===== config.mk =====
export PLATFORM = sky130hd
export DESIGN_NAME = fb_write_scheduler
export DESIGN_NICKNAME = d
export VERILOG_FILES = /design/src/rtl/fb_write_scheduler.sv
export SDC_FILE = /design/constraint.sdc
export NUM_CORES = 1
export LEC_CHECK = 0
export BUFFER_PORTS_ARGS = -buffer_cell sky130_fd_sc_hd__buf_2
export CAP_MARGIN = 20
export CORE_MARGIN = 5
export CORE_UTILIZATION = 35
export CTS_BUF_LIST = sky130_fd_sc_hd__clkbuf_4
export DETAILED_ROUTE_END_ITERATION = 8
export GPL_ROUTABILITY_DRIVEN = 0
export PLACE_DENSITY = 0.82
export SETUP_SLACK_MARGIN = 0.15
export SKIP_CTS_REPAIR_TIMING = 1
export SYNTH_ARGS = -nofsm -noshare
export SYNTH_HDL_FRONTEND = slang
export SYNTH_SLANG_ARGS = --single-unit

===== constraint.sdc =====
create_clock -name clock -period 2.16 [get_ports clock]
set_input_delay 0.108 -clock clock [delete_from_list [all_inputs] [get_ports clock]]
set_output_delay 0.108 -clock clock [all_outputs]
set_load 0.02 [all_outputs]

===== src/rtl/fb_write_scheduler.sv =====
`default_nettype none
// +--------------------------------------------------------------------------+
// | Module      : fb_write_scheduler                                         |
// | Description : Time-shares the single frame-buffer write stream among     |
// |               N_SRC pixel producers. Each frame_trigger runs one pass    |
// |               over the enabled sources in index order: start handshake, |
// |               beat routing, done handshake.                              |
// | Revision    : 1.0 - initial release                                      |
// +--------------------------------------------------------------------------+
// | Ports                                                                    |
// |   clock, reset         system clock, synchronous active-high reset       |
// |   i_frame_trigger      1-cycle pass request                              |
// |   i_src_en             per-source enable, latched at pass start          |
// |   o_src_start          start request to source i (registered, held)      |
// |   i_src_start_ack      start acknowledge from source i                   |
// |   i_src_done           source i finished (held until done ack)           |
// |   o_src_done_ack       1-cycle done acknowledge to source i              |
// |   i_src_dout           source beats, source i at [i*DW +: DW]            |
// |   i_src_valid          beat valid per source                             |
// |   o_src_ready          ready back to the current source only             |
// |   o_dout, o_valid      merged beat stream to the write FIFO              |
// |   i_ready              write FIFO ready                                  |
// |   o_busy               pass in progress                                  |
// |   o_pass_done          1-cycle pulse at end of pass                      |
// |   o_missed             saturating count of dropped triggers              |
// +--------------------------------------------------------------------------+
module fb_write_scheduler #(
  parameter int N_SRC = 2,
  parameter int DW    = 54
) (
  input  logic                clock,
  input  logic                reset,
  input  logic                i_frame_trigger,
  input  logic [N_SRC-1:0]    i_src_en,
  output logic [N_SRC-1:0]    o_src_start,
  input  logic [N_SRC-1:0]    i_src_start_ack,
  input  logic [N_SRC-1:0]    i_src_done,
  output logic [N_SRC-1:0]    o_src_done_ack,
  input  logic [N_SRC*DW-1:0] i_src_dout,
  input  logic [N_SRC-1:0]    i_src_valid,
  output logic [N_SRC-1:0]    o_src_ready,
  output logic [DW-1:0]       o_dout,
  output logic                o_valid,
  input  logic                i_ready,
  output logic                o_busy,
  output logic                o_pass_done,
  output logic [7:0]          o_missed
);

  // cur must be able to hold N_SRC itself, which marks "all sources visited"
  localparam int            CW     = $clog2(N_SRC + 1);
  localparam logic [CW-1:0] C_LAST = CW'(N_SRC);

  localparam logic [2:0] S_IDLE   = 3'd0;
  localparam logic [2:0] S_SELECT = 3'd1;
  localparam logic [2:0] S_START  = 3'd2;
  localparam logic [2:0] S_RUN    = 3'd3;
  localparam logic [2:0] S_ACK    = 3'd4;
  localparam logic [2:0] S_FINISH = 3'd5;

  logic [2:0]       r_state;
  logic [CW-1:0]    r_cur;
  logic [N_SRC-1:0] r_en_lat;
  logic [N_SRC-1:0] r_start;
  logic             r_pending;
  logic [7:0]       r_missed;

  logic [N_SRC-1:0] w_cur_oh;
  logic             w_cur_en;
  logic             w_cur_ack;
  logic             w_cur_done;
  logic [DW-1:0]    w_dout;
  logic             w_valid;
  logic [N_SRC-1:0] w_ready;

  // One-hot of the current source; all zero once cur reaches N_SRC, which
  // masks every per-source handshake from non-current sources.
  for (genvar g = 0; g < N_SRC; g++) begin : g_cur_oh
    assign w_cur_oh[g] = (r_cur == CW'(g));
  end

  assign w_cur_en   = |(r_en_lat & w_cur_oh);
  assign w_cur_ack  = |(i_src_start_ack & w_cur_oh);
  assign w_cur_done = |(i_src_done & w_cur_oh);

  // Zero-latency routing of the current source onto the write stream
  always_comb begin
    w_dout  = '0;
    w_valid = 1'b0;
    w_ready = '0;
    if (r_state == S_RUN) begin
      for (int i = 0; i < N_SRC; i++) begin
        if (w_cur_oh[i]) begin
          w_valid    = i_src_valid[i];
          w_dout     = i_src_dout[i*DW +: DW];
          w_ready[i] = i_ready;
        end
      end
    end
  end

  always_ff @(posedge clock) begin
    if (reset) begin
      r_state   <= S_IDLE;
      r_cur     <= '0;
      r_en_lat  <= '0;
      r_start   <= '0;
      r_pending <= 1'b0;
      r_missed  <= '0;
    end else begin
      // One-deep trigger queue while a pass runs; further triggers are lost
      if (i_frame_trigger && (r_state != S_IDLE)) begin
        if (!r_pending) begin
          r_pending <= 1'b1;
        end else if (r_missed != 8'hFF) begin
          r_missed <= r_missed + 8'd1;
        end
      end

      case (r_state)
        S_IDLE: begin
          if (i_frame_trigger || r_pending) begin
            r_en_lat  <= i_src_en;
            r_cur     <= '0;
            r_pending <= 1'b0;
            r_state   <= S_SELECT;
          end
        end
        S_SELECT: begin
          if (r_cur == C_LAST) begin
            r_state <= S_FINISH;
          end else if (!w_cur_en) begin
            r_cur <= r_cur + 1'b1;
          end else begin
            r_start <= w_cur_oh;
            r_state <= S_START;
          end
        end
        S_START: begin
          if (w_cur_ack) begin
            r_start <= '0;
            r_state <= S_RUN;
          end
        end
        S_RUN: begin
          if (w_cur_done) begin
            r_state <= S_ACK;
          end
        end
        S_ACK: begin
          r_cur   <= r_cur + 1'b1;
          r_state <= S_SELECT;
        end
        S_FINISH: begin
          r_state <= S_IDLE;
        end
        default: begin
          r_state <= S_IDLE;
        end
      endcase
    end
  end

  assign o_src_start    = r_start;
  assign o_src_done_ack = (r_state == S_ACK) ? w_cur_oh : '0;
  assign o_src_ready    = w_ready;
  assign o_dout         = w_dout;
  assign o_valid        = w_valid;
  assign o_busy         = (r_state != S_IDLE);
  assign o_pass_done    = (r_state == S_FINISH);
  assign o_missed       = r_missed;

endmodule
`default_nettype wire


==> impl.org, run 1 <==
** Floorplan
- Initial Utilization :: 36.29%
- Number of placement rows :: 25
- The floorplan step set the die height to 80.21 um.
- Core Region :: 0.004755 mm^2
- Pin placement for this block handled 191 I/O pins.
- The floorplan step set the die width to 80.21 um.
- Overall die area :: 0.006434 mm^2

** Routing
- In this run the remaining antenna-violating nets after routing total 0.
- Detail-routed net length per standard cell :: 16.80 um
- Count of TritonRoute iterations in the first routing pass :: 5
- Residual DRC :: 0
- Via count :: 2640
- Vias per Instance :: 5.344
- After detailed routing, the total wire length is 8298 um.
- After the first detailed-routing iteration, the DRC count stood at 133.

** Setup path
- The worst setup path is captured at an output pin.
- Crit path largest cell delay :: 0.37 ns
- Worst reg2reg path startpoint :: r_cur[0]$_SDFFE_PP0P_
- Chain of cells forming the critical path :: inv_2, ha_4, nor2b_4, buf_12, a22oi_1, nor2_1, buf_2
- Kind of launch point of the worst setup path :: flip-flop
- R2r endpoint :: r_cur[1]$_SDFFE_PP0P_
- The largest individual stage delay along the critical path comes from the cell sky130_fd_sc_hd__dfxtp_1.
- Register-to-register setup slack :: 0.34 ns
- The worst register-to-register path has a depth of 6.
- At the worst endpoint, the arrival time is 1.79 ns.
- Worst-path maximum fanout :: 32
- Worst Path Required :: 2.05 ns
- By startpoint and endpoint, the worst setup path is classified as flip-flop to output pin.

** Clocking
- Clock-pin slew on the worst setup and hold paths :: 0.10 ns
- In this run the clock root is driven by a sky130_fd_sc_hd__clkbuf_4.
- Buffers inserted during clock tree synthesis total 3.
- TritonCTS built the clock tree.
- In this run the number of H-tree levels came out at 1.
- The clock passes through at most 2 buffers.
- Counting every sink on the clock net gives 18.
- Clock insertion delay at the later pin of the skew report :: 0.31 ns

** Synthesis
- Synth Instances :: 248
- In the synthesized netlist, mux cells make up 2.321% of the area.
- After synthesis, the largest family of logic cells by area is compound AO/OA/AOI/OAI gates.
- In this run the biggest area consumer among cell types represents 24.37% of the synthesized area.
- Number of register bits inferred by synthesis :: 18
- Synth Area per Inst :: 6.957 um^2
- Sequential cells were found to cover 20.88% of the synthesized design area.
- The synthesized netlist devotes 36.55% of its cell area to compound gates.
- Leading area contributor after synthesis :: sky130_fd_sc_hd__a22oi_1
- Sorting the synthesized cells by area gives the leading types as sky130_fd_sc_hd__a22oi_1 24%, sky130_fd_sc_hd__dfxtp_1 21%, sky130_fd_sc_hd__nor2_1 15%, sky130_fd_sc_hd__clkbuf_1 3.3%, sky130_fd_sc_hd__ha_1 2.9%.
- Netlist area before placement :: 0.001725 mm^2
- Distinct cell type count after synthesis :: 42
- Synth Area in Simple Gates :: 27.27%
- Net count after synthesis :: 372
- Post-Synth XOR/XNOR Area :: 1.523%
- Total of warnings raised by yosys :: 0
- Synthesized-area fraction occupied by adder cells :: 2.901%

** Cells and area
- Counting the fill cells in the layout gives 472.
- Non-filler cells in the finished layout :: 494
- Summing all non-filler instances in the final layout gives an area of 0.002826 mm^2.
- P&R area growth vs syn :: 63.81%
- The post-route netlist has 51.17% of its cells at a drive strength greater than 1.
- Final Core Density :: 59.45%
- Net count reported at finish :: 551

** STA
- At the pin with the least slew margin, the transition time is 0.4966 ns.
- Min Tclk post-route :: 1.895 ns
- Setup repair after global routing left no endpoint under its margin.
- Upper clock frequency limit :: 527.8 MHz
- Final hold analysis gives a worst-case slack of 0.04030 ns.
- Max-Slew Margin vs Limit :: 66.85%
- The number of pins with negative max-slew slack in the final report came to 0.
- Final hold violation count :: 0
- Final worst-path setup slack :: 0.2652 ns
- Final clock period utilization by the worst path :: 87.72%
- In the final timing run, aggregate negative setup slack is 0 ns.
- Endpoints failing setup :: 0
- For the final database, setup skew stands at 0.009124 ns.

** Worst hold path
- The worst hold path terminates at r_en_lat[1]$_SDFFE_PP0P_.
- Worst Min Path Start :: i_src_en[1]
- Type of the most critical hold path :: primary input to flip-flop
- The worst hold path passes through 3 cells.

** Power
- Worst vdd ir :: 0.3923 mV
- Power density cells :: 386.9 mW/mm^2
- The clock network accounts for 16.6% of the total power.
- Part of the total power dissipated in combinational logic :: 50.4%
- In this run switching power makes up 38.74% of total power.
- Sequential cells account for 33.0% of the total power.
- Summed over all nets, the switching power comes to 423.7 uW.
- Internal power component :: 670.0 uW
- Total power :: 1.094 mW
- Leakage Power :: 1.586 nW

** Global routing
- Via count of the first global-routing pass :: 2542
- Global-route wire length before repair :: 12160 um
- Global routing consumed, over all layers together, 23.18% of the routing resources.
- Largest net degree at the start of global routing :: 38
- Sum of overflow across all layers after global routing :: 0
- Initial antenna violation count :: 1

** Placement
- Post-Place Cell Area :: 0.002724 mm^2
- Port-buffer cells :: 190
- Once placement completed, the tool counted placed cells totaling 489.
- Detailed placement HPWL :: 6553 um
- Pre-CTS WS :: 0.3246 ns

** Run status
- The run finished with clean final reports.

** Run
- Number of maximum-capacitance violations :: 0
[sequential cells by signal, indices dropped and copies added, names as in the netlist]
register and cells:
r_cur 2, r_state 3, o_missed 8, r_en_lat 2, r_pending 1, o_src_start 2
[placed cells by master (no fill, tap or decap), types with 2 or more instances in the layout]
master | synthesis | layout
sky130_fd_sc_hd__ha_4 | 0 | 2
sky130_fd_sc_hd__dfxtp_2 | 0 | 2
sky130_fd_sc_hd__a21oi_1 | 5 | 5
sky130_fd_sc_hd__inv_1 | 8 | 6
sky130_fd_sc_hd__buf_2 | 7 | 189
sky130_fd_sc_hd__nor2_2 | 0 | 2
sky130_fd_sc_hd__buf_12 | 0 | 2
sky130_fd_sc_hd__and3_1 | 6 | 6
sky130_fd_sc_hd__inv_2 | 1 | 3
sky130_fd_sc_hd__nand2b_1 | 2 | 2
sky130_fd_sc_hd__nor2_1 | 68 | 66
sky130_fd_sc_hd__nor4_1 | 3 | 3
sky130_fd_sc_hd__nor3_1 | 10 | 10
sky130_fd_sc_hd__or3_1 | 2 | 2
sky130_fd_sc_hd__mux2i_1 | 4 | 4
sky130_fd_sc_hd__buf_6 | 1 | 3
sky130_fd_sc_hd__nand3_1 | 2 | 2
sky130_fd_sc_hd__ha_1 | 4 | 2
sky130_fd_sc_hd__a22oi_1 | 56 | 55
sky130_fd_sc_hd__clkbuf_4 | 1 | 3
sky130_fd_sc_hd__xnor2_1 | 2 | 2
sky130_fd_sc_hd__or4_1 | 2 | 2
sky130_fd_sc_hd__buf_4 | 0 | 5
sky130_fd_sc_hd__nand2_1 | 4 | 4
sky130_fd_sc_hd__a32o_1 | 2 | 2
sky130_fd_sc_hd__o21ai_0 | 5 | 5
sky130_fd_sc_hd__a211oi_1 | 2 | 2
sky130_fd_sc_hd__dfxtp_1 | 18 | 16
[worst max-delay path: cells and delay by family (launching register included)]
family                     cells  cell delay (ns)
DFF                            1             0.37
and+or+nand+nor                2             0.34
adders and majority gates      1             0.19
buffers and inverters          3             0.49
AOI/OAI and AO/OA              1             0.09
[cell families after synthesis]
group	Yosys count
flip-flops	18
AO/OA/AOI/OAI	81
multiplexers	4
adder cells (fa/ha/maj)	4
AND/OR/NAND/NOR	104
XOR/XNOR	3
buffers and inverters	34
[cell usage after synthesis]
cell / count
sky130_fd_sc_hd__dfxtp_1: 18
sky130_fd_sc_hd__a221oi_1: 1
sky130_fd_sc_hd__o21ai_0: 5
sky130_fd_sc_hd__o311ai_1: 1
sky130_fd_sc_hd__buf_6: 1
sky130_fd_sc_hd__nor4_1: 3
sky130_fd_sc_hd__a311oi_1: 1
sky130_fd_sc_hd__or4b_1: 1
sky130_fd_sc_hd__o31ai_1: 1
sky130_fd_sc_hd__inv_2: 1
sky130_fd_sc_hd__nor3b_2: 1
sky130_fd_sc_hd__a21oi_1: 5
sky130_fd_sc_hd__xnor2_1: 2
sky130_fd_sc_hd__a2111oi_2: 1
sky130_fd_sc_hd__or4_1: 2
sky130_fd_sc_hd__nand2_1: 4
sky130_fd_sc_hd__a211oi_1: 2
sky130_fd_sc_hd__clkbuf_4: 1
sky130_fd_sc_hd__nor2b_1: 1
sky130_fd_sc_hd__and3_1: 6
sky130_fd_sc_hd__nor2_1: 68
sky130_fd_sc_hd__buf_2: 7
sky130_fd_sc_hd__nand3_1: 2
sky130_fd_sc_hd__nor3_1: 10
sky130_fd_sc_hd__o311ai_2: 1
sky130_fd_sc_hd__and4_1: 1
sky130_fd_sc_hd__mux2i_1: 4
sky130_fd_sc_hd__clkbuf_1: 15
sky130_fd_sc_hd__ha_1: 4
sky130_fd_sc_hd__o21ai_1: 1
sky130_fd_sc_hd__nand2b_1: 2
sky130_fd_sc_hd__xor2_1: 1
sky130_fd_sc_hd__a41o_1: 1
sky130_fd_sc_hd__a22oi_4: 1
sky130_fd_sc_hd__inv_1: 8
sky130_fd_sc_hd__or2_1: 1
sky130_fd_sc_hd__o41ai_1: 1
sky130_fd_sc_hd__buf_1: 1
sky130_fd_sc_hd__or3_1: 2
sky130_fd_sc_hd__a22oi_1: 56
sky130_fd_sc_hd__a2bb2oi_2: 1
sky130_fd_sc_hd__a32o_1: 2
[cell type report]
type / count / area, um^2 / share of cell area (%)
multi-input combinational: 196 / 1260 / 44.58
tap: 67 / 83.83 / 2.966
timing repair buffer: 199 / 1057 / 37.41
clock buffer: 3 / 22.52 / 0.7968
antenna: 1 / 2.502 / 0.08853
clock inverter: 1 / 3.754 / 0.1328
inverter: 9 / 33.78 / 1.195
sequential: 18 / 362.8 / 12.84
[power groups by stage]
| stage | logic [mW] | registers, mW | clock network [mW] |
|---|---|---|---|
| after detailed placement | 0.503 | 0.366 | 0 |
| final | 0.551 | 0.361 | 0.182 |
| after global routing | 0.604 | 0.362 | 0.201 |
| after CTS | 0.508 | 0.358 | 0.185 |
| after floorplan | 0.310 | 0.363 | 0 |
| after global placement | 0.489 | 0.365 | 0 |
[worst max-delay path by stage]
| stage | start | end | slack, ns | cells after the start |
|---|---|---|---|---|
| 2_1_floorplan | r_cur[1]$_SDFFE_PP0P_ | o_dout[36] | 0.39 | 7 |
| 3_3_place_gp | r_cur[0]$_SDFFE_PP0P_ | o_valid | 0.36 | 7 |
| 3_5_place_dp | r_cur[0]$_SDFFE_PP0P_ | o_valid | 0.32 | 7 |
| 4_1_cts | r_cur[0]$_SDFFE_PP0P_ | o_valid | -0.02 | 7 |
| 5_1_grt | r_cur[0]$_SDFFE_PP0P_ | o_dout[21] | 0.16 | 7 |
| 6_report | r_cur[0]$_SDFFE_PP0P_ | o_dout[50] | 0.27 | 7 |
[per-layer routing]
layer	part of all wire, %	routed length (um)	global-route usage [%]
met1	35	2932	25.23
met2	51	4269	40.48
met3	9.7	806	6.390
met4	3.5	291	12.33
met5	0	0	0
No activity file was read; power rests on OpenSTA's default activity.
==> run 2: changes to the inputs <==
--- a/config.mk
+++ b/config.mk
@@ -7,12 +7,14 @@
 export LEC_CHECK = 0
 export BUFFER_PORTS_ARGS = -buffer_cell sky130_fd_sc_hd__buf_2
 export CAP_MARGIN = 20
+export CELL_PAD_IN_SITES_DETAIL_PLACEMENT = 1
+export CELL_PAD_IN_SITES_GLOBAL_PLACEMENT = 1
 export CORE_MARGIN = 5
-export CORE_UTILIZATION = 35
+export CORE_UTILIZATION = 21
 export CTS_BUF_LIST = sky130_fd_sc_hd__clkbuf_4
 export DETAILED_ROUTE_END_ITERATION = 8
 export GPL_ROUTABILITY_DRIVEN = 0
-export PLACE_DENSITY = 0.82
+export PLACE_DENSITY = 0.81
 export SETUP_SLACK_MARGIN = 0.15
 export SKIP_CTS_REPAIR_TIMING = 1
 export SYNTH_ARGS = -nofsm -noshare
==> run 2 against run 1 <==
Effect of this change:
- hold slack lost 0.0054 ns
- cell count grew 9.1%
- sequential share of layout area shrank 0.61 points
- fmax shrank 2.3%
- utilization shrank 23 points
- first-iteration DRC count shrank 50%
- critical path type unchanged
- largest cell class unchanged
- highest routed layer unchanged
==> impl.org, run 2 (synthesis gave the netlist of run 1 again) <==
** Run status
- Outcome :: finished clean

** Setup path
- The maximum fanout along the worst path is 14 (-56%).
- The worst setup path is captured at an output pin.
- Kind of launch point of the worst setup path :: flip-flop
- The data required time of the worst path was 2.05 ns (about the same).
- Class of the most critical setup path :: flip-flop to output pin
- The data arrival time of the critical path came to 1.83 ns (+0.04 ns).

** Routing
- Final ANT Viol Nets :: 0 (unchanged)
- The routed via count was 2671 (+1.2%).
- Residual DRC :: 0 (unchanged)
- Routed wl met2 :: 4930 um (+15%)
- Count of TritonRoute iterations in the first routing pass :: 4 (-1)
- The number of design-rule violations left by the first detailed-router iteration is 67 (-50%).
- Met3 Routed Length :: 710 um (-12%)
- Post-route met1 wirelength :: 3717 um (+27%)
- Detail-routed net length per standard cell :: 17.62 um (+4.9%)
- The routed wire length is 9498 um (+14%).
- The detail-routed via count per cell is 4.955 (-7.3%).
- After detailed routing, no signal wire sits above met4.

** STA
- The number of pins with negative max-slew slack in the final report was 0 (unchanged).
- The relative slew slack came to 67.38% (+0.53 points).
- Final clock period utilization by the worst path :: 89.79% (+2.1 points)
- Setup repair after global routing could not meet its margin everywhere.
- The maximum frequency from static timing analysis was 515.6 MHz (-2.3%).
- The count of endpoints failing hold in the final timing report was 0 (unchanged).
- Min Tclk post-route :: 1.940 ns (+0.04473 ns)
- Final-layout setup total negative slack :: 0 ns (unchanged)
- Clk_skew :: 0.004469 ns (-0.004655 ns)
- Endpoints failing setup :: 0 (unchanged)
- Slew of the pin with the lowest slew margin :: 0.4886 ns (-0.008000 ns)

** Global routing
- Sum of overflow across all layers after global routing :: 0 (unchanged)
- Largest net degree at the start of global routing :: 56 (+47%)
- Global-route wire length before repair :: 13480 um (+11%)
- The total routing resource utilization after global routing came to 16.07% (-7.1 points).
- Via count of the first global-routing pass :: 2642 (+3.9%)
- The number of antenna violations at the first check in global routing came to 0 (-1).

** Cells and area
- Proportion of layout cells with a drive suffix above 1 :: 51.38% (+0.21 points)
- The layout net count came to 559 (+1.5%).
- Commonest cells after routing, fill and taps aside :: 188 x sky130_fd_sc_hd__buf_2, 68 x sky130_fd_sc_hd__nor2_1, 56 x sky130_fd_sc_hd__a22oi_1
- P&R area growth vs syn :: 72.01%
- Most common library cell in the layout ignoring fill and taps :: sky130_fd_sc_hd__buf_2
- Antenna diode count :: 0 (-1)
- Final Core Density :: 36.67% (-23 points)
- The flip-flop count of the largest register, all copies and words added is 8 (unchanged).
- # fillers :: 1067 (+130%)

** Power
- Relative contribution of the clock network to total power :: 15.4% (-1.2 points)
- Proportion of total power due to net switching :: 38.26% (-0.49 points)
- Power density cells :: 392.1 mW/mm^2 (+1.3%)
- The cell-internal power came to 718.6 uW (+7.3%).
- The sequential group share of total power was 30.6% (-2.4 points).
- NetSw :: 445.2 uW (+5.1%)
- The highest ir drop seen on vdd came to 0.1931 mV (-51%).
- The combinational power share came to 54.0% (+3.6 points).
- Leakage Power :: 1.646 nW (+3.7%)

** Clocking
- Number of clock sinks :: 18 (unchanged)
- The later-pin clock latency in the skew report was 0.30 ns (about the same).
- Number of levels the H-tree was split into :: 1 (unchanged)
- CTS Root Cell :: sky130_fd_sc_hd__clkbuf_4
- The CTS buffer count is 3 (unchanged).
- Clock-pin slew on the worst setup and hold paths :: 0.11 ns (about the same)
- The maximum buffer depth of the clock tree came to 2 (unchanged).
- TritonCTS clock tree :: done

** Floorplan
- Initial Utilization :: 21.32% (-15 points)
- The floorplan row count was 33 (+32%).
- The die extent in x came to 100.6 um (+25%).
- Overall die area :: 0.01013 mm^2 (+57%)
- I/O pin cnt :: 191 (unchanged)
- Floorplan die height :: 100.6 um (+25%)
- The standard cell core area came to 0.008093 mm^2 (+70%).

** Placement
- Detailed placement HPWL :: 7258 um (+11%)
- Port-buffer cells :: 190 (unchanged)

** Run
- Number of maximum-capacitance violations :: 0 (unchanged)

** Worst hold path
- Type of the most critical hold path :: primary input to flip-flop
[run 2: cell type report]
type	count	area [um^2]	share of cell area, %
Inverter	9	33.78	1.138
Clock inverter	1	3.754	0.1265
Tap cell	105	131.4	4.427
Clock buffer	3	22.52	0.7589
Timing Repair Buffer	207	1162	39.17
Sequential cell	18	362.8	12.23
Multi-Input combinational cell	196	1251	42.16
[run 2: stage by stage]
| step | setup slack, ns | std cells | total power [mW] | hold slack [ns] | cell area, um^2 |
|---|---|---|---|---|---|
| 2_1_floorplan | 0.3938 | 248 | 0.6732 | 0.2552 | 1725 |
| 3_3_place_gp | 0.3457 | 524 | 0.8651 | 0.3507 | 2775 |
| 3_5_place_dp | 0.2816 | 524 | 0.8866 | 0.3628 | 2775 |
| 4_1_cts | -0.07150 | 528 | 1.064 | 0.04201 | 2801 |
| 5_1_grt | 0.1325 | 539 | 1.241 | 0.04788 | 2968 |
| 6_report | 0.2205 | 539 | 1.164 | 0.03494 | 2968 |
[run 2: worst max-delay path, stage by stage (launching register included)]
cell,delay (ns)
sky130_fd_sc_hd__dfxtp_2,0.34
sky130_fd_sc_hd__inv_1,0.13
sky130_fd_sc_hd__ha_4,0.17
sky130_fd_sc_hd__nor2b_4,0.29
sky130_fd_sc_hd__clkbuf_16,0.23
sky130_fd_sc_hd__a22oi_1,0.07
sky130_fd_sc_hd__nor2_1,0.10
sky130_fd_sc_hd__buf_2,0.19
[run 2: worst paths after layout]
path	startpoint	to	slack [ns]	depth (start not counted)
min	i_src_en[1]	r_en_lat[1]$_SDFFE_PP0P_	0.03	3
min reg2reg	o_src_start[1]$_SDFFE_PP0P_	o_src_start[1]$_SDFFE_PP0P_	0.49	1
max	r_cur[1]$_SDFFE_PP0P_	o_dout[33]	0.22	7
max reg2reg	r_cur[0]$_SDFFE_PP0P_	r_cur[1]$_SDFFE_PP0P_	0.26	7
[run 2: metal layers]
layer	vias to the layer above	global-route usage [%]
li1	1293	-
met1	1264	18.79
met2	102	30.18
met3	12	2.630
met4	0	3.834
met5	-	0
[run 2: power groups by stage]
stage          sequential (mW)  combinational (mW)  clock [mW]
4_1_cts                  0.355               0.526       0.183
3_5_place_dp             0.362               0.524           0
5_1_grt                  0.358               0.689       0.194
3_3_place_gp             0.362               0.503           0
6_report                 0.356               0.629       0.179
2_1_floorplan            0.363               0.310           0
==> run 3: changes to the inputs <==
--- a/config.mk
+++ b/config.mk
@@ -14,6 +14,7 @@
 export CTS_BUF_LIST = sky130_fd_sc_hd__clkbuf_4
 export DETAILED_ROUTE_END_ITERATION = 8
 export GPL_ROUTABILITY_DRIVEN = 0
+export HOLD_SLACK_MARGIN = 0.15
 export PLACE_DENSITY = 0.81
 export SETUP_SLACK_MARGIN = 0.15
 export SKIP_CTS_REPAIR_TIMING = 1
==> run 3 against run 2 <==
Effect of this change:
- non-clock buffer count rose by 3
- via count rose by 0.41%
- critical path depth did not move
- sequential cell count did not move
- first-iteration DRC count fell by 1.5%
- register-to-register slack barely moved
- die area did not move
- power rose by 0.38%
- routed wire length rose by 0.12%
- fmax barely moved
- clock power barely moved
==> impl.org, run 3 (synthesis gave the netlist of run 1 again) <==
** Power
- Power density cells :: 389.7 mW/mm^2 (-0.63%)
- The share of total power in the clock network is 15.3% (about the same).
- Total power :: 1.168 mW (+0.38%)
- The switching portion of total power was 38.18% (-0.070 points).
- The sequential group share of total power is 30.5% (about the same).
- The highest ir drop seen on vdd came to 0.1932 mV (about the same).
- The static leakage power is 1.658 nW (+0.76%).
- The cell-internal power came to 722.1 uW (+0.49%).
- The combinational power share came to 54.2% (+0.2 points).
- NetSw :: 446.1 uW (+0.19%)

** Clocking
- The clock sink count was 18 (unchanged).
- Clock-pin slew on the worst setup and hold paths :: 0.10 ns (about the same)
- TritonCTS buffer count :: 3 (unchanged)
- Buffer depth of the longest clock path :: 2 (unchanged)
- The cell sitting at the root of the clock tree is a sky130_fd_sc_hd__clkbuf_4.
- Number of levels the H-tree was split into :: 1 (unchanged)
- The later-pin clock latency in the skew report is 0.30 ns (about the same).
- TritonCTS built the clock tree.

** STA
- The largest clock skew in the final design is 0.004189 ns (-0.0002798 ns).
- Final max-slew violation count :: 0 (unchanged)
- Unrepaired setup endpoints after global routing :: yes
- The maximum frequency from static timing analysis is 515.5 MHz (about the same).
- Final clock period utilization by the worst path :: 89.82% (about the same)
- The minimum clock period came to 1.940 ns (+0.0005040 ns).
- The setup slack of the critical path after layout is 0.2200 ns (-0.0005040 ns).
- Final hold violation count :: 0 (unchanged)
- Endpoints failing setup :: 0 (unchanged)
- Max-Slew Margin vs Limit :: 67.37% (about the same)
- The slew at the pin with the worst max-slew slack was 0.4886 ns (+0.000003576 ns).

** Floorplan
- DIE WIDTH :: 100.6 um (unchanged)
- Number of placement rows :: 33 (unchanged)
- I/O pin cnt :: 191 (unchanged)
- The die area came to 0.01013 mm^2 (unchanged).
- Initial Utilization :: 21.32% (unchanged)
- Core Region :: 0.008093 mm^2 (unchanged)
- Floorplan die height :: 100.6 um (unchanged)

** Routing
- Count of TritonRoute iterations in the first routing pass :: 4 (unchanged)
- Vias per Instance :: 4.948 (-0.14%)
- Final ANT Viol Nets :: 0 (unchanged)
- The met2 layer wire length in the routed design came to 4939 um (+0.18%).
- The routed wire length was 9509 um (+0.12%).
- Residual DRC :: 0 (unchanged)
- Met3 Routed Length :: 715 um (+0.70%)
- Via count :: 2682 (+0.41%)
- Number of DRC markers after the initial detailed-route iteration :: 66 (-1.5%)
- In this run the top signal layer used is met4.
- Detail-routed net length per standard cell :: 17.54 um (-0.44%)
- Post-route met1 wirelength :: 3713 um (-0.11%)

** Setup path
- Worst Path Required :: 2.05 ns (about the same)
- The critical path in this run is classified as flip-flop to output pin.
- Worst-path maximum fanout :: 14 (unchanged)
- The slowest stage of the critical path belongs to the cell sky130_fd_sc_hd__dfxtp_2.
- The largest stage delay on the critical path came to 0.34 ns (about the same).
- The data arrival time of the critical path was 1.83 ns (about the same).
- The worst setup path is launched from a flip-flop.
- Chain of cells forming the critical path :: inv_1, ha_4, nor2b_4, clkbuf_16, a22oi_1, nor2_1, buf_2
- STA classifies the critical path endpoint as an output pin.

** Cells and area
- Commonest cells after routing, fill and taps aside :: 188 x sky130_fd_sc_hd__buf_2, 68 x sky130_fd_sc_hd__nor2_1, 56 x sky130_fd_sc_hd__a22oi_1
- Multi-input logic area :: 0.001251 mm^2 (unchanged)
- The layout net count is 562 (+0.54%).
- The flip-flop count of the largest register, all copies and words added was 8 (unchanged).
- Antenna diode count :: 0 (unchanged)
- Area taken by flip-flops and latches :: 362.8 um^2 (unchanged)
- The library cell used most frequently in the layout, excluding fill and tap cells, is sky130_fd_sc_hd__buf_2.
- P&R area growth vs syn :: 73.75%
- The final-layout fill cell count came to 1069 (+0.19%).
- The proportion of layout cells with a drive suffix above 1 is 51.03% (-0.35 points).

** Worst hold path
- Type of the most critical hold path :: primary input to flip-flop

** Global routing
- Global-route wire length before repair :: 13480 um (unchanged)
- Largest net degree at the start of global routing :: 56 (unchanged)
- The total routing resource utilization after global routing came to 16.07% (unchanged).
- The number of antenna violations at the first check in global routing is 0 (unchanged).
- The residual overflow from global routing was 0 (unchanged).
- The via count of the first global-routing pass is 2642 (unchanged).

** Placement
- Port-buffer cells :: 190 (unchanged)
- The pre-CTS setup slack was 0.2816 ns (unchanged).
- Detailed placement HPWL :: 7258 um (unchanged)

** Run status
- Outcome :: finished clean

** Run
- Number of maximum-capacitance violations :: 0 (unchanged)
run 3: cell types whose count changed in the layout (fill, tap and decap cells not counted):
cell,previous run,this run
sky130_fd_sc_hd__dlygate4sd3_1,0,3
run 3: power by group through the flow:
stage | clock, mW | sequential (mW) | combinational (mW)
6_report | 0.179 | 0.356 | 0.633
5_1_grt | 0.194 | 0.358 | 0.693
4_1_cts | 0.183 | 0.355 | 0.526
3_5_place_dp | 0 | 0.362 | 0.524
3_3_place_gp | 0 | 0.362 | 0.503
2_1_floorplan | 0 | 0.363 | 0.310
run 3: cell type report:
cell class / instances / area share [%]
clock buffers: 3 / 0.7513
clock inverters: 1 / 0.1252
inverters: 9 / 1.127
multi-input cells: 196 / 41.74
flip-flops and latches: 18 / 12.10
well taps: 105 / 4.382
repair buffers: 210 / 39.77
run 3: critical path: cells and delay by family, from the launching register on:
kind	cells	cell delay, ns
fa+ha+maj	1	0.17
simple gates	2	0.39
compound gates	1	0.07
flops	1	0.34
buf+inv	3	0.55
run 3: final timing paths:
| check | start | endpoint | slack (ns) | depth (start not counted) |
|---|---|---|---|---|
| min | i_src_done[0] | r_state[2]$_SDFFE_PP0P_ | 0.13 | 3 |
| max | r_cur[1]$_SDFFE_PP0P_ | o_dout[33] | 0.22 | 7 |
| min reg2reg | o_src_start[1]$_SDFFE_PP0P_ | o_src_start[1]$_SDFFE_PP0P_ | 0.49 | 1 |
| max reg2reg | r_cur[0]$_SDFFE_PP0P_ | r_cur[1]$_SDFFE_PP0P_ | 0.26 | 7 |
run 3: per-layer routing:
| layer | up-vias | track usage [%] |
|---|---|---|
| li1 | 1299 | - |
| met1 | 1269 | 18.79 |
| met2 | 102 | 30.18 |
| met3 | 12 | 2.630 |
| met4 | 0 | 3.834 |
| met5 | - | 0 |
run 3: stage by stage:
step / setup TNS [ns] / hold slack, ns / util [%] / instance area (um^2) / instances
2_1_floorplan: 0 / 0.2552 / - / 1725 / 248
3_3_place_gp: 0 / 0.3507 / 34.29 / 2775 / 524
3_5_place_dp: 0 / 0.3628 / 34.29 / 2775 / 524
4_1_cts: -0.2205 / 0.04201 / 34.62 / 2801 / 528
5_1_grt: 0 / 0.1566 / 37.04 / 2998 / 542
6_report: 0 / 0.1306 / 37.04 / 2998 / 542
